`config.mk`:
```
export PLATFORM = sky130hd
export DESIGN_NAME = imem_loader_flat
export DESIGN_NICKNAME = d
export VERILOG_FILES = /design/src/rtl/imem_loader_if.sv /design/src/rtl/imem_loader.sv /design/src/flat_wrapper.sv
export SDC_FILE = /design/constraint.sdc
export NUM_CORES = 1
export LEC_CHECK = 0
export ABC_AREA = 1
export CAP_MARGIN = 20
export CORE_AREA = 2 2 87 110
export DETAILED_ROUTE_END_ITERATION = 12
export DIE_AREA = 0 0 89 112
export PLACE_DENSITY_LB_ADDON = 0.05
export SLEW_MARGIN = 10
export SYNTH_ARGS = -nofsm -noshare
export SYNTH_HDL_FRONTEND = slang
export SYNTH_SLANG_ARGS = --single-unit
```
`constraint.sdc`:
```
create_clock -name clk -period 1.7 [get_ports clk]
set_clock_uncertainty 0.05 [all_clocks]
set_input_delay 0.17 -clock clk [delete_from_list [all_inputs] [get_ports clk]]
set_output_delay 0.17 -clock clk [all_outputs]
set_load 0.05 [all_outputs]
```
`src/rtl/imem_loader_if.sv`:
```
// Byte-stream input and instruction-memory write / CPU-control signals of the boot loader.
// The master drives the stream; the slave (the loader) drives the memory port and status.
interface imem_loader_if #(
    parameter int unsigned ADDR_W = 10
);
    logic [7:0]        in_data;
    logic              in_valid;
    logic              in_ready;
    logic              reload;
    logic              im_we;
    logic [ADDR_W-1:0] im_addr;
    logic [31:0]       im_wdata;
    logic              cpu_run;
    logic [ADDR_W:0]   words_loaded;
    logic              err;

    modport master (
        output in_data, in_valid, reload,
        input  in_ready, im_we, im_addr, im_wdata, cpu_run, words_loaded, err
    );

    modport slave (
        input  in_data, in_valid, reload,
        output in_ready, im_we, im_addr, im_wdata, cpu_run, words_loaded, err
    );
endinterface

```
`src/rtl/imem_loader.sv`:
```
// Boot-time loader: parses a word-count header, assembles big-endian words from a byte
// stream, writes them to instruction memory and releases the CPU once the image is complete.
module imem_loader #(
    parameter int unsigned ADDR_W = 10,
    parameter int unsigned CNT_W  = 16
) (
    input  logic          clk,
    input  logic          reset,
    imem_loader_if.slave  bus
);
    localparam int unsigned DEPTH = 1 << ADDR_W;
    localparam int unsigned WL_W  = ADDR_W + 1;

    typedef enum logic [2:0] {HDR_HI, HDR_LO, DATA, DONE, ERR} state_e;

    state_e            state_q, state_d;
    logic [7:0]        hdr_hi_q, hdr_hi_d;
    logic [WL_W-1:0]   n_q, n_d;
    logic [1:0]        byte_idx_q, byte_idx_d;
    logic [23:0]       asm_q, asm_d;
    logic              im_we_q, im_we_d;
    logic [ADDR_W-1:0] im_addr_q, im_addr_d;
    logic [31:0]       im_wdata_q, im_wdata_d;
    logic              cpu_run_q, cpu_run_d;
    logic [WL_W-1:0]   words_loaded_q, words_loaded_d;
    logic              err_q, err_d;

    logic              ready_c;
    logic              xfer_c;
    logic [CNT_W-1:0]  hdr_n_c;
    logic [31:0]       word_c;
    logic              last_word_c;

    // Ready depends only on state; a pending reset blocks the stream.
    assign ready_c     = reset && (state_q == HDR_HI || state_q == HDR_LO || state_q == DATA);
    assign xfer_c      = bus.in_valid && ready_c;
    assign hdr_n_c     = CNT_W'({hdr_hi_q, bus.in_data});
    assign word_c      = {asm_q, bus.in_data};
    assign last_word_c = (words_loaded_q + WL_W'(1)) == n_q;

    always_comb begin
        state_d        = state_q;
        hdr_hi_d       = hdr_hi_q;
        n_d            = n_q;
        byte_idx_d     = byte_idx_q;
        asm_d          = asm_q;
        im_we_d        = 1'b0;
        im_addr_d      = im_addr_q;
        im_wdata_d     = im_wdata_q;
        cpu_run_d      = cpu_run_q;
        words_loaded_d = words_loaded_q;
        err_d          = err_q;

        case (state_q)
            HDR_HI: begin
                if (xfer_c) begin
                    hdr_hi_d = bus.in_data;
                    state_d  = HDR_LO;
                end
            end
            HDR_LO: begin
                if (xfer_c) begin
                    if (hdr_n_c == '0) begin
                        state_d = DONE;
                    end else if (hdr_n_c > CNT_W'(DEPTH)) begin
                        state_d = ERR;
                        err_d   = 1'b1;
                    end else begin
                        n_d     = WL_W'(hdr_n_c);
                        state_d = DATA;
                    end
                end
            end
            DATA: begin
                if (xfer_c) begin
                    byte_idx_d = 2'(byte_idx_q + 2'd1);
                    asm_d      = {asm_q[15:0], bus.in_data};
                    if (byte_idx_q == 2'd3) begin
                        im_we_d        = 1'b1;
                        im_addr_d      = words_loaded_q[ADDR_W-1:0];
                        im_wdata_d     = word_c;
                        words_loaded_d = words_loaded_q + WL_W'(1);
                        if (last_word_c) begin
                            state_d = DONE;
                        end
                    end
                end
            end
            DONE: begin
                // Hold the CPU one more cycle while the final write lands in memory.
                cpu_run_d = !im_we_q;
                if (bus.reload) begin
                    state_d        = HDR_HI;
                    cpu_run_d      = 1'b0;
                    words_loaded_d = '0;
                    byte_idx_d     = '0;
                end
            end
            ERR: begin
                cpu_run_d = 1'b0;
                err_d     = 1'b1;
            end
            default: begin
                state_d = HDR_HI;
            end
        endcase
    end

    always_ff @(posedge clk) begin
        if (!reset) begin
            state_q        <= HDR_HI;
            hdr_hi_q       <= '0;
            n_q            <= '0;
            byte_idx_q     <= '0;
            asm_q          <= '0;
            im_we_q        <= 1'b0;
            im_addr_q      <= '0;
            im_wdata_q     <= '0;
            cpu_run_q      <= 1'b0;
            words_loaded_q <= '0;
            err_q          <= 1'b0;
        end else begin
            state_q        <= state_d;
            hdr_hi_q       <= hdr_hi_d;
            n_q            <= n_d;
            byte_idx_q     <= byte_idx_d;
            asm_q          <= asm_d;
            im_we_q        <= im_we_d;
            im_addr_q      <= im_addr_d;
            im_wdata_q     <= im_wdata_d;
            cpu_run_q      <= cpu_run_d;
            words_loaded_q <= words_loaded_d;
            err_q          <= err_d;
        end
    end

    assign bus.in_ready     = ready_c;
    assign bus.im_we        = im_we_q;
    assign bus.im_addr      = im_addr_q;
    assign bus.im_wdata     = im_wdata_q;
    assign bus.cpu_run      = cpu_run_q;
    assign bus.words_loaded = words_loaded_q;
    assign bus.err          = err_q;
endmodule

```
`src/flat_wrapper.sv`:
```
// flat-port wrapper written by rule: the top's interface ports become plain ports
module imem_loader_flat 
#(
    parameter int unsigned ADDR_W = 10,
    parameter int unsigned CNT_W  = 16
)
  (clk, reset, bus_in_data, bus_in_valid, bus_reload, bus_in_ready, bus_im_we, bus_im_addr, bus_im_wdata, bus_cpu_run, bus_words_loaded, bus_err);
  imem_loader_if #(.ADDR_W(ADDR_W)) bus_i ();
  input  logic clk;
  input  logic reset;
  input wire logic [$bits(bus_i.in_data)-1:0] bus_in_data;
  input wire logic [$bits(bus_i.in_valid)-1:0] bus_in_valid;
  input wire logic [$bits(bus_i.reload)-1:0] bus_reload;
  output wire logic [$bits(bus_i.in_ready)-1:0] bus_in_ready;
  output wire logic [$bits(bus_i.im_we)-1:0] bus_im_we;
  output wire logic [$bits(bus_i.im_addr)-1:0] bus_im_addr;
  output wire logic [$bits(bus_i.im_wdata)-1:0] bus_im_wdata;
  output wire logic [$bits(bus_i.cpu_run)-1:0] bus_cpu_run;
  output wire logic [$bits(bus_i.words_loaded)-1:0] bus_words_loaded;
  output wire logic [$bits(bus_i.err)-1:0] bus_err;
  assign bus_i.in_data = bus_in_data;
  assign bus_i.in_valid = bus_in_valid;
  assign bus_i.reload = bus_reload;
  assign bus_in_ready = bus_i.in_ready;
  assign bus_im_we = bus_i.im_we;
  assign bus_im_addr = bus_i.im_addr;
  assign bus_im_wdata = bus_i.im_wdata;
  assign bus_cpu_run = bus_i.cpu_run;
  assign bus_words_loaded = bus_i.words_loaded;
  assign bus_err = bus_i.err;
  imem_loader #(.ADDR_W(ADDR_W), .CNT_W(CNT_W)) u_core (.clk(clk), .reset(reset), .bus(bus_i));
endmodule
```
==> flow_summary.toml <==
[worst_setup_path]
path_class = "reg -> reg"
r2r-end = "u_core.state_q[0]"
crit_path_end_kind = "flip-flop"
r2r_cells = 14
rr_startpoint = "u_core.bus.words_loaded[1]"
path_max_fanout = 6
worst_setup_path_start_kind = "flip-flop"
reg2reg_slack_ns = -0.18
worstPathRequired_ns = 1.89
worstPathArrival_ns = 2.07

[die]
fp.coreArea_um2 = 8980
num_io_pins = 69
rows = 39
die_h_um = 112
start_util_pct = 47.0
die_area_um2 = 9970
die_x_um = 89

[cts]
h-tree-depth = 3
clk_latency_ns = 0.35
tritoncts = "done"
clock-root-buffer = "clkbuf_16"
clk_pin_slew_ns = 0.07
numClockSinks = 104
cts_buffers = 9
cts_buffer_depth = 2
postCtsHoldBufs = 0

[synthesis]
ys_seq_elements = 104
synth_edf_count = 0
avgSynthCellArea_um2 = 7.59
syn-instance-count = 556
async_flop_share_pct = 0
synth_ff_type = "dfxtp_1"
ys_seq_area_share_pct = 49.3
syn_area_um2 = 4220
synth_warnings = 0
synth_cell_types = 32
syn-num-nets = 570

[sta]
rsz0062_at_grt = "yes"
hold_viol_final = 0
fin_ws_ns = -0.183
timing.fmax_ghz = 0.531
finalMaxSlewViolations = 0
relSlewSlack_pct = 54.8
min_period_ns = 1.88
setup_viol = 66
worstMarginPinSlew_ns = 0.679
period_share_pct = 111

[global_routing]
antenna_found_initial = 0
grt_pass1_vias = 3832
grt_usage_pct = 23.6
grt_pass1_wl_mm = 18.4
overflow = 0
grt_max_degree = 65

[drt]
wl_per_cell_um = 15.5
drc = 0
drt_pass1_iterations = 5
drtAntennaViolNets = 0
drt-initial-drc-count = 213
viasPerCell = 5.19
finalWirelength_mm = 12.6
vias = 4233

[worst_hold_path]
holdCritStartpoint = "u_core.asm_q[23]"
hold_end = "u_core.bus.im_wdata[31]"
whs_path_depth = 2
hold_class = "reg -> reg"

[cells_and_area]
fin_util_pct = 71.5
diodes = 0
nets = 702
fill_cells = 721
drive_gt1_share_pct = 38.8
area_growth_pct = 52.3
design_area_um2 = 6420

[placement]
dp_hpwl_mm = 7.67
pre_cts_ws_ns = -0.406
portBuffers = 68
place_area_um2 = 5310
place.gp.congestion = 0.837

[pwr]
leakage_nw = 2.69
p_per_area_nw_per_um2 = 830
peakVddDrop_mv = 0.574

[status]
status = "finished, violations left"
violations = "setup timing"

[job]
drv_cap = 0
synthesized netlist by cell type, types with 2 or more instances:
master,number,area (um2)
dfxtp_1,104,2080
a211oi_1,22,165
nand2_1,81,304
buf_6,2,22.5
nor2_2,2,12.5
clkbuf_1,11,41.3
buf_2,15,75.1
nand3b_1,2,15.0
nand4_1,5,31.3
nor3_1,3,15.0
ha_1,2,25.0
nor4_1,2,12.5
or3_1,2,12.5
inv_1,60,225
o21ai_0,66,330
inv_2,3,11.3
nand2_2,2,12.5
nor2_1,61,229
a21oi_1,69,345
buf_1,2,7.51
nor2_4,2,22.5
nand3_1,28,140
placed cells by master, fill, tap and decap left out, types with 7 or more instances in the layout:
master and instances:
nand2_1 61, nor2_4 12, a21oi_1 55, dfxtp_1 93
buf_4 117, nand3_1 19, clkbuf_16 16, a211oi_2 20
buf_12 9, dfxtp_2 7, nand2_2 14, nor2_2 13
clkdlybuf4s50_1 11, nor2_1 40, nand3_2 9, o21ai_0 53
a21oi_2 13, o21ai_1 12, inv_1 59, nand2_4 7
worst max-delay path by stage:
stage	from	end	slack, ns	cells past startpoint
after global routing	u_core.bus.words_loaded[0]	u_core.state_q[1]	-0.30	14
after global placement	reset	u_core.bus.words_loaded[8]	-0.39	10
after detailed placement	reset	u_core.bus.words_loaded[0]	-0.41	10
final	u_core.bus.words_loaded[1]	u_core.state_q[0]	-0.18	14
after floorplan	u_core.state_q[0]	u_core.bus.im_wdata[11]	-0.1	10
after CTS	u_core.bus.words_loaded[0]	u_core.state_q[0]	-0.07	14
sequential cells by signal (all words and copies together) (netlist names):
| name | cells |
|---|---|
| u_core.bus.im_wdata | 32 |
| u_core.bus.words_loaded | 11 |
| u_core.bus.im_we | 1 |
| u_core.hdr_hi_q | 8 |
| u_core.bus.cpu_run | 1 |
| u_core.bus.im_addr | 10 |
| u_core.asm_q | 24 |
| u_core.byte_idx_q | 2 |
| u_core.n_q | 11 |
| u_core.state_q | 3 |
| u_core.bus.err | 1 |
per-layer routing:
| metal | global-route usage, % | routed length (um) |
|---|---|---|
| met1 | 29.8 | 5190 |
| met3 | 5.04 | 409 |
| met4 | 8.06 | 267 |
| met2 | 39.4 | 6740 |
| met5 | 0 | 0 |
logic make-up after synthesis:
family	count (synthesis)	synth area share, %
compound gates	161	20.8
xor+xnor	1	0.208
fa+ha+maj	2	0.593
buf+inv	93	9.07
flops	104	49.3
simple gates	195	20.0
metrics by stage:
step	cells	hold slack, ns	TNS [ns]	power [mW]
finish	816	0.412	-5.56	5.33
global route	816	0.432	-13.59	5.54
CTS	801	0.415	-0.829	5.28
detailed placement	777	0.404	-18.12	3.20
global placement	777	0.389	-17.94	3.19
floorplan	556	0.255	-5.26	2.94
power by group:
part / internal, mW / switching [mW] / total (mW) / leakage (nW)
logic: 0.288 / 0.400 / 0.688 / 1.70
clock network: 1.14 / 0.931 / 2.07 / 0.150
registers: 2.52 / 0.0525 / 2.57 / 0.847
total: 3.94 / 1.38 / 5.33 / 2.69
cell type report:
cell class	instances	area [um2]	share of cell area (%)
Tap cell	123	154	2.40
Inverter	63	243	3.78
Timing Repair Buffer	150	1400	21.8
Clock inverter	4	33.8	0.526
Clock buffer	12	268	4.17
Multi-Input combinational cell	359	2210	34.5
Timing Repair inverter	1	7.51	0.117
Sequential cell	104	2110	32.8
worst max-delay path, cell delays in order, from the launching register on:
cell,delay [ns]
dfxtp_4,0.37
ha_4,0.17
nand2_8,0.07
nor2_4,0.18
nand2_1,0.09
nand2_1,0.12
nand2_2,0.07
nand2_2,0.07
nand3_2,0.07
nor2_2,0.10
nand3_2,0.10
nand2_4,0.10
nand3_2,0.07
nand2_1,0.09
nor2_1,0.05
timing repair:
| item | in CTS | in global routing |
|---|---|---|
| buffers inserted | 6 | 11 |
| cloned | 2 | 8 |
| pin swaps | 16 | 31 |
| gates resized for setup | 38 | 99 |
| endpoints found under the setup margin | 57 | 86 |
Power figures use the tool's default switching activity.
